`src/rtl/rv32i_pkg.sv`:
```
// Shared RV32I front-end definitions: fetch FSM state type, reset PC default
// and the sequential PC increment.
package rv32i_pkg;

    typedef enum logic [1:0] {
        ST_FETCH  = 2'd0,
        ST_HOLD   = 2'd1,
        ST_HALTED = 2'd2
    } fetch_state_e;

    localparam logic [31:0] RESET_PC_DEFAULT = 32'h0100_0000;
    localparam logic [31:0] PC_INC           = 32'd4;

endpackage : rv32i_pkg

```
`src/rtl/inst_fetch_pc.sv`:
```
// Program counter register with its next-PC mux (reset / +4 / word-aligned
// redirect). Redirect wins over sequential increment.
module inst_fetch_pc
    import rv32i_pkg::*;
#(
    parameter logic [31:0] RESET_PC = RESET_PC_DEFAULT
) (
    input  logic        clk,
    input  logic        rst_n,
    input  logic        pc_inc,
    input  logic        pc_redirect,
    input  logic [29:0] redirect_word,
    output logic [31:0] pc
);

    logic [31:0] pc_d;

    always_comb begin
        pc_d = pc;
        if (pc_redirect) begin
            pc_d = {redirect_word, 2'b00};
        end else if (pc_inc) begin
            pc_d = pc + PC_INC;  // wraps modulo 2^32
        end
    end

    always_ff @(posedge clk or negedge rst_n) begin
        if (!rst_n) begin
            pc <= RESET_PC;
        end else begin
            pc <= pc_d;
        end
    end

endmodule : inst_fetch_pc

```
`src/rtl/inst_fetch.sv`:
```
// Instruction fetch stage: FETCH/HOLD/HALTED FSM, instruction hold register,
// misaligned-redirect pulse. Optional perf counter under FETCH_PERF_CNT_EN.
module inst_fetch
    import rv32i_pkg::*;
#(
    parameter logic [31:0] RESET_PC = RESET_PC_DEFAULT
) (
    input  logic         clk,
    input  logic         rst_n,
    output logic         imem_req,
    output logic [31:0]  imem_addr,
    input  logic         imem_ack,
    input  logic [31:0]  imem_rdata,
    output logic [31:0]  instr,
    output logic [31:0]  instr_pc,
    output logic         instr_valid,
    input  logic         instr_ready,
    input  logic         halt,
    input  logic         redirect,
    input  logic [31:0]  redirect_pc,
    output logic         halted,
    output logic         misalign_err,
    output logic [31:0]  fetch_count,
    output fetch_state_e fsm_state
);

    // Decoder handshake: an instruction transfers in any cycle where
    // instr_valid and instr_ready are both high; instr/instr_pc hold until then.
    fetch_state_e state_q, state_d;
    logic         handshake;
    logic         capture;
    logic         pc_inc;
    logic         pc_redirect;
    logic [31:0]  pc;

    assign handshake = instr_valid & instr_ready;

    always_comb begin
        state_d     = state_q;
        imem_req    = 1'b0;
        capture     = 1'b0;
        pc_inc      = 1'b0;
        pc_redirect = 1'b0;
        case (state_q)
            ST_FETCH: begin
                imem_req = 1'b1;
                if (redirect) begin
                    pc_redirect = 1'b1;  // same-cycle ack is discarded
                end else if (imem_ack) begin
                    capture = 1'b1;
                    state_d = ST_HOLD;
                end
            end
            ST_HOLD: begin
                if (handshake && halt) begin
                    state_d = ST_HALTED;
                end else if (redirect) begin
                    pc_redirect = 1'b1;
                    state_d     = ST_FETCH;
                end else if (handshake) begin
                    pc_inc  = 1'b1;
                    state_d = ST_FETCH;
                end
            end
            ST_HALTED: begin
                state_d = ST_HALTED;
            end
            default: begin
                state_d = ST_FETCH;
            end
        endcase
    end

    always_ff @(posedge clk or negedge rst_n) begin
        if (!rst_n) begin
            state_q      <= ST_FETCH;
            instr        <= '0;
            instr_pc     <= '0;
            instr_valid  <= 1'b0;
            misalign_err <= 1'b0;
        end else begin
            state_q      <= state_d;
            misalign_err <= pc_redirect & (|redirect_pc[1:0]);
            if (capture) begin
                instr       <= imem_rdata;
                instr_pc    <= pc;
                instr_valid <= 1'b1;
            end else if (state_d != ST_HOLD) begin
                instr_valid <= 1'b0;
            end
        end
    end

    inst_fetch_pc #(
        .RESET_PC (RESET_PC)
    ) u_pc (
        .clk           (clk),
        .rst_n         (rst_n),
        .pc_inc        (pc_inc),
        .pc_redirect   (pc_redirect),
        .redirect_word (redirect_pc[31:2]),
        .pc            (pc)
    );

    assign imem_addr = pc;
    assign halted    = (state_q == ST_HALTED);
    assign fsm_state = state_q;

`ifdef FETCH_PERF_CNT_EN
    logic [31:0] count_q;
    logic        accept;

    assign accept = (state_q == ST_HOLD) & handshake & ~halt;

    always_ff @(posedge clk or negedge rst_n) begin
        if (!rst_n) begin
            count_q <= '0;
        end else if (accept && (count_q != 32'hFFFF_FFFF)) begin
            count_q <= count_q + 32'd1;
        end
    end

    assign fetch_count = count_q;
`else
    assign fetch_count = '0;
`endif

endmodule : inst_fetch
```
`config.mk`:
```
export PLATFORM = sky130hd
export DESIGN_NAME = inst_fetch
export DESIGN_NICKNAME = d
export VERILOG_FILES = /design/src/rtl/rv32i_pkg.sv /design/src/rtl/inst_fetch_pc.sv /design/src/rtl/inst_fetch.sv
export SDC_FILE = /design/constraint.sdc
export NUM_CORES = 1
export LEC_CHECK = 0
export CORE_MARGIN = 3
export CORE_UTILIZATION = 35
export CTS_CLUSTER_SIZE = 8
export DETAILED_ROUTE_END_ITERATION = 10
export DONT_BUFFER_PORTS = 1
export REMOVE_ABC_BUFFERS = 1
export SYNTH_ARGS = -nofsm -noshare
export SYNTH_HDL_FRONTEND = slang
export SYNTH_SLANG_ARGS = --single-unit
export TNS_END_PERCENT = 30
```
`constraint.sdc`:
```
create_clock -name clk -period 2.36 [get_ports clk]
set_input_delay 0.354 -clock clk [delete_from_list [all_inputs] [get_ports clk]]
set_output_delay 0.354 -clock clk [all_outputs]
set_load 0.1 [all_outputs]
```
Word level (Yosys, flattened, before mapping)
Cells that the tools add are included.
Storage, ports and cells
  flip-flop bits (word level): 100
  output and inout port bits: 134
  input port bits: 70
  logic and storage cells: 38
Cells by class
  add/sub/neg operators: 1
  reduce and logical (&&, ||, !) cells: 5
  eq/ne operators: 3
  muxes and demuxes: 21
  bitwise logic cells: 2
Operators by type and width (count)
  $mux W32: 2
  $add A32 B3 Y32 const B: 1
  $mux W1: 12
  $mux W2: 5
  $pmux W2 S3: 1
  $reduce_bool A2 Y1: 2
  $and A1 B1 Y1: 2
  $eq A2 B1 Y1 const B: 1
  $eq A2 B2 Y1 const B: 1
  $logic_not A2 Y1: 1
  $ne A2 B1 Y1 const B: 1
  $pmux W1 S2: 1
  $reduce_or A2 Y1: 1
  $logic_and A1 B1 Y1: 1

Depth between registers and ports, before layout
  depth in word-level cells: 8
  mapped depth: 8
  mapped depth without buffers: 6

By module
Synthesis repeated with hierarchy kept, for this count alone.
Second synthesis, totals
  cells, all modules: 381
  area total of the unflattened synthesis: 4875.9 um^2
By module, submodules not included
  inst_fetch: seq. area each 1701.6 um^2, times used 1, area an instance 3145.5 um^2, cells an instance 189
  inst_fetch_pc: seq. area each 752.0 um^2, times used 1, area an instance 1730.4 um^2, cells an instance 192

Worst setup path before layout
OpenSTA, ideal clock, no wires.
  path kind: flip-flop to output port
  from: reg state_q[1] (netlist: fsm_state[1])
  to: out halted
  buffers on the path: 1
  data required time: 2.006 ns
  slack: -0.518 ns
  arrival time: 2.524 ns
  stages on the path, launching flop included: 3
  path through: dfrtp_1 > buf_6 > nor2b_1
Between the ends
  word-level cells in the longest chain between the ends: 1
RTL lines
  from (decl): line inst_fetch.sv:29  | fetch_state_e state_q, state_d;
  from (signal assigned): line inst_fetch.sv:82  | state_q <= state_d;
  $eq A2 B2 Y1: line inst_fetch.sv:106  | assign halted = (state_q == ST_HALTED);
  to (decl): line inst_fetch.sv:21  | output logic halted,
No other way between the ends.

Worst setup path after layout
Ends and elaborated chain as after synthesis.

==> flow_summary.json <==
{
  "cts_max_level": 3,
  "period_needed_ns": 1.892,
  "drv_slew": 0,
  "placed_area_mm2": 0.004816,
  "peakVddDrop_uv": 562.6,
  "cp-end-kind": "output pin",
  "grt_pass1_vias": 3054,
  "final_cell_mix": "dfrtp_1, mux2_2, buf_4",
  "core_mm2": 0.01226,
  "cp_cell_sequence": "buf_4, nor2b_2, buf_4",
  "clk_pin_slew_ns": 0.06,
  "drive_above_1_share_pct": 31.26,
  "timing.critical_path.mode_cell": "buf_4",
  "grt_pass1_wl_um": 16390,
  "ctsResizeCount": 0,
  "cellPowerDensity_mw_per_mm2": 1397,
  "max_slew_margin_pct": 37.99,
  "fin_area_mm2": 0.005146,
  "setup_violations": 0,
  "synth.distinct_cells": 40,
  "port_buffers": 0,
  "cts.sinks": 96,
  "hold_violations": 96,
  "post_cts.repair.setup_buffers": 0,
  "slowest_stage": "buf_4",
  "fin_nets": 485,
  "ys_seq_elements": 96,
  "cp-start-kind": "flip-flop",
  "ant_nets": 0,
  "vias": 2902,
  "cts_tree": "built",
  "syn_area_mm2": 0.004482,
  "num_rows": 40,
  "hold_class": "primary input to async pin",
  "yosysSeqAreaShare_pct": 53.63,
  "dp_hpwl_um": 7628,
  "whs_ns": -0.2928,
  "leakage_nw": 2.210,
  "die_area_mm2": 0.01420,
  "avgSynthCellArea_um2": 11.83,
  "routedWlPerCell_um": 17.58,
  "critPathMaxFanout": 9,
  "antenna_found_initial": 0,
  "drt_wl_total_um": 10320,
  "clk_path_buf_depth": 2,
  "drt_iter0_drc": 151,
  "dr.pass1.iters": 4,
  "violations": "hold timing",
  "worst_slack_ns": 0.4683,
  "fin_crit_sh_pct": 80.16,
  "drv_cap": 0,
  "final_common_cell": "dfrtp_1",
  "crit_path_max_incr_delay_ns": 0.35,
  "grtUsageTotal_pct": 14.64,
  "area_growth_pct": 14.82,
  "tightestPinTransition_ns": 0.9301,
  "grt-ovfl-total": 0,
  "yosys_warnings": 0,
  "cts_buffers": 9,
  "grt_max_degree": 97,
  "avgViaCountPerCell": 4.944,
  "io_pins": 204,
  "status": "complete, but fails checks",
  "grt_setup_unrepaired": "no",
  "arrival_ns": 1.54,
  "worst-endpoint-required_ns": 2.01,
  "place_ws_ns": 0.5254,
  "dieWidth_um": 119.2,
  "root_buffer": "clkbuf_16",
  "routabilityCongestion": 0.7337,
  "antenna_cells": 0,
  "clkLatencyLatePin_ns": 0.34,
  "max_freq_mhz": 528.6,
  "die_h_um": 119.2,
  "crit_type": "flip-flop to output pin",
  "syn_inst": 379,
  "initial_utilization_pct": 36.55,
  "drc": 0,
  "skew_ns": 0.007979
}
==> stage by stage <==
stage	util [%]	setup TNS (ns)	cells	power, mW
after floorplan	-	-110.29	361	5.311
after global routing	41.97	0	587	7.430
after global placement	39.28	0	571	5.572
final	41.97	0	587	7.190
after CTS	41.97	0	587	7.264
after detailed placement	39.28	0	571	5.612
==> cell type report <==
| type | instances | area [µm²] |
|---|---|---|
| clock buffers | 13 | 240.2 |
| clock inverters | 3 | 90.09 |
| fillers | 1170 | 7116 |
| multi-input cells | 265 | 1862 |
| flip-flops and latches | 96 | 2404 |
| well taps | 168 | 210.2 |
| repair buffers | 42 | 340.3 |
==> sequential cells by signal, summed over array words and instances (netlist names) <==
name,flops
instr_pc,30
instr_valid,1
fsm_state,2
misalign_err,1
instr,32
u_pc.pc,30
==> worst max-delay path, delay by kind of cell (launching register included) <==
family	cells	cell delay, ns
buffers and inverters	2	0.64
DFF	1	0.34
and+or+nand+nor	1	0.21
==> cell families (layout without fill, tap and decap cells) <==
logic type / after synthesis / after routing / synth area share, %
flops: 96 / 96 / 53.63
mux: 63 / 63 / 15.83
compound gates: 36 / 36 / 4.551
buf+inv: 53 / 58 / 8.040
xor+xnor: 26 / 26 / 5.081
fa+ha+maj: 1 / 1 / 0.2791
simple gates: 103 / 103 / 12.51
other cells: 1 / 36 / 0.08367
==> power breakdown <==
| group | switching (mW) | internal (mW) |
|---|---|---|
| clock network | 0.597 | 1.04 |
| logic | 1.01 | 0.380 |
| registers | 2.23 | 1.93 |
| total | 3.84 | 3.35 |
==> worst paths after layout <==
check	from	end	slack [ns]	depth (start not counted)
worst max register to register	fsm_state[1]	u_pc.pc[27]	0.52	5
min in group clk	redirect	fsm_state[0]	0.08	1
worst max-delay path	fsm_state[1]	halted	0.47	3
max in group asynchronous	rst_n	u_pc.pc[30]	2.47	0
worst min register to register	instr_valid	instr_valid	0.62	2
worst min-delay path	rst_n	instr_pc[15]	-0.29	0
==> layer usage <==
layer / track usage [%] / vias up / wire length (µm)
li1: - / 1320 / -
met1: 17.46 / 1452 / 4177
met2: 24.51 / 117 / 5112
met3: 4.938 / 13 / 879
met4: 5.358 / 0 / 150
met5: 0 / - / 0
==> synthesized netlist by cell type (all sizes together) <==
library cell,number,area [µm²]
a211oi,1,7.510
a21oi,1,5.000
a221o,1,10.01
a22oi,2,15.01
a31o,1,8.760
a31oi,1,6.260
and2,2,12.51
and3,7,43.79
and3b,1,8.760
and4,2,17.52
buf,45,330.3
clkbuf,8,30.03
conb,1,3.750
dfrtp,95,2377
dfstp,1,26.28
ha,1,12.51
mux2,63,709.4
nand2,35,131.4
nand2b,1,6.260
nand3,11,55.05
nand3b,2,15.01
nand4,18,112.6
nand4b,2,17.52
nor2,12,47.55
nor2b,1,6.260
nor3,6,56.31
nor4,1,12.51
o21ai,28,143.9
o21bai,1,7.510
or2,1,6.260
or3,1,11.26
xnor2,4,35.03
xor2,22,192.7
(Power assumes the default switching activity.)
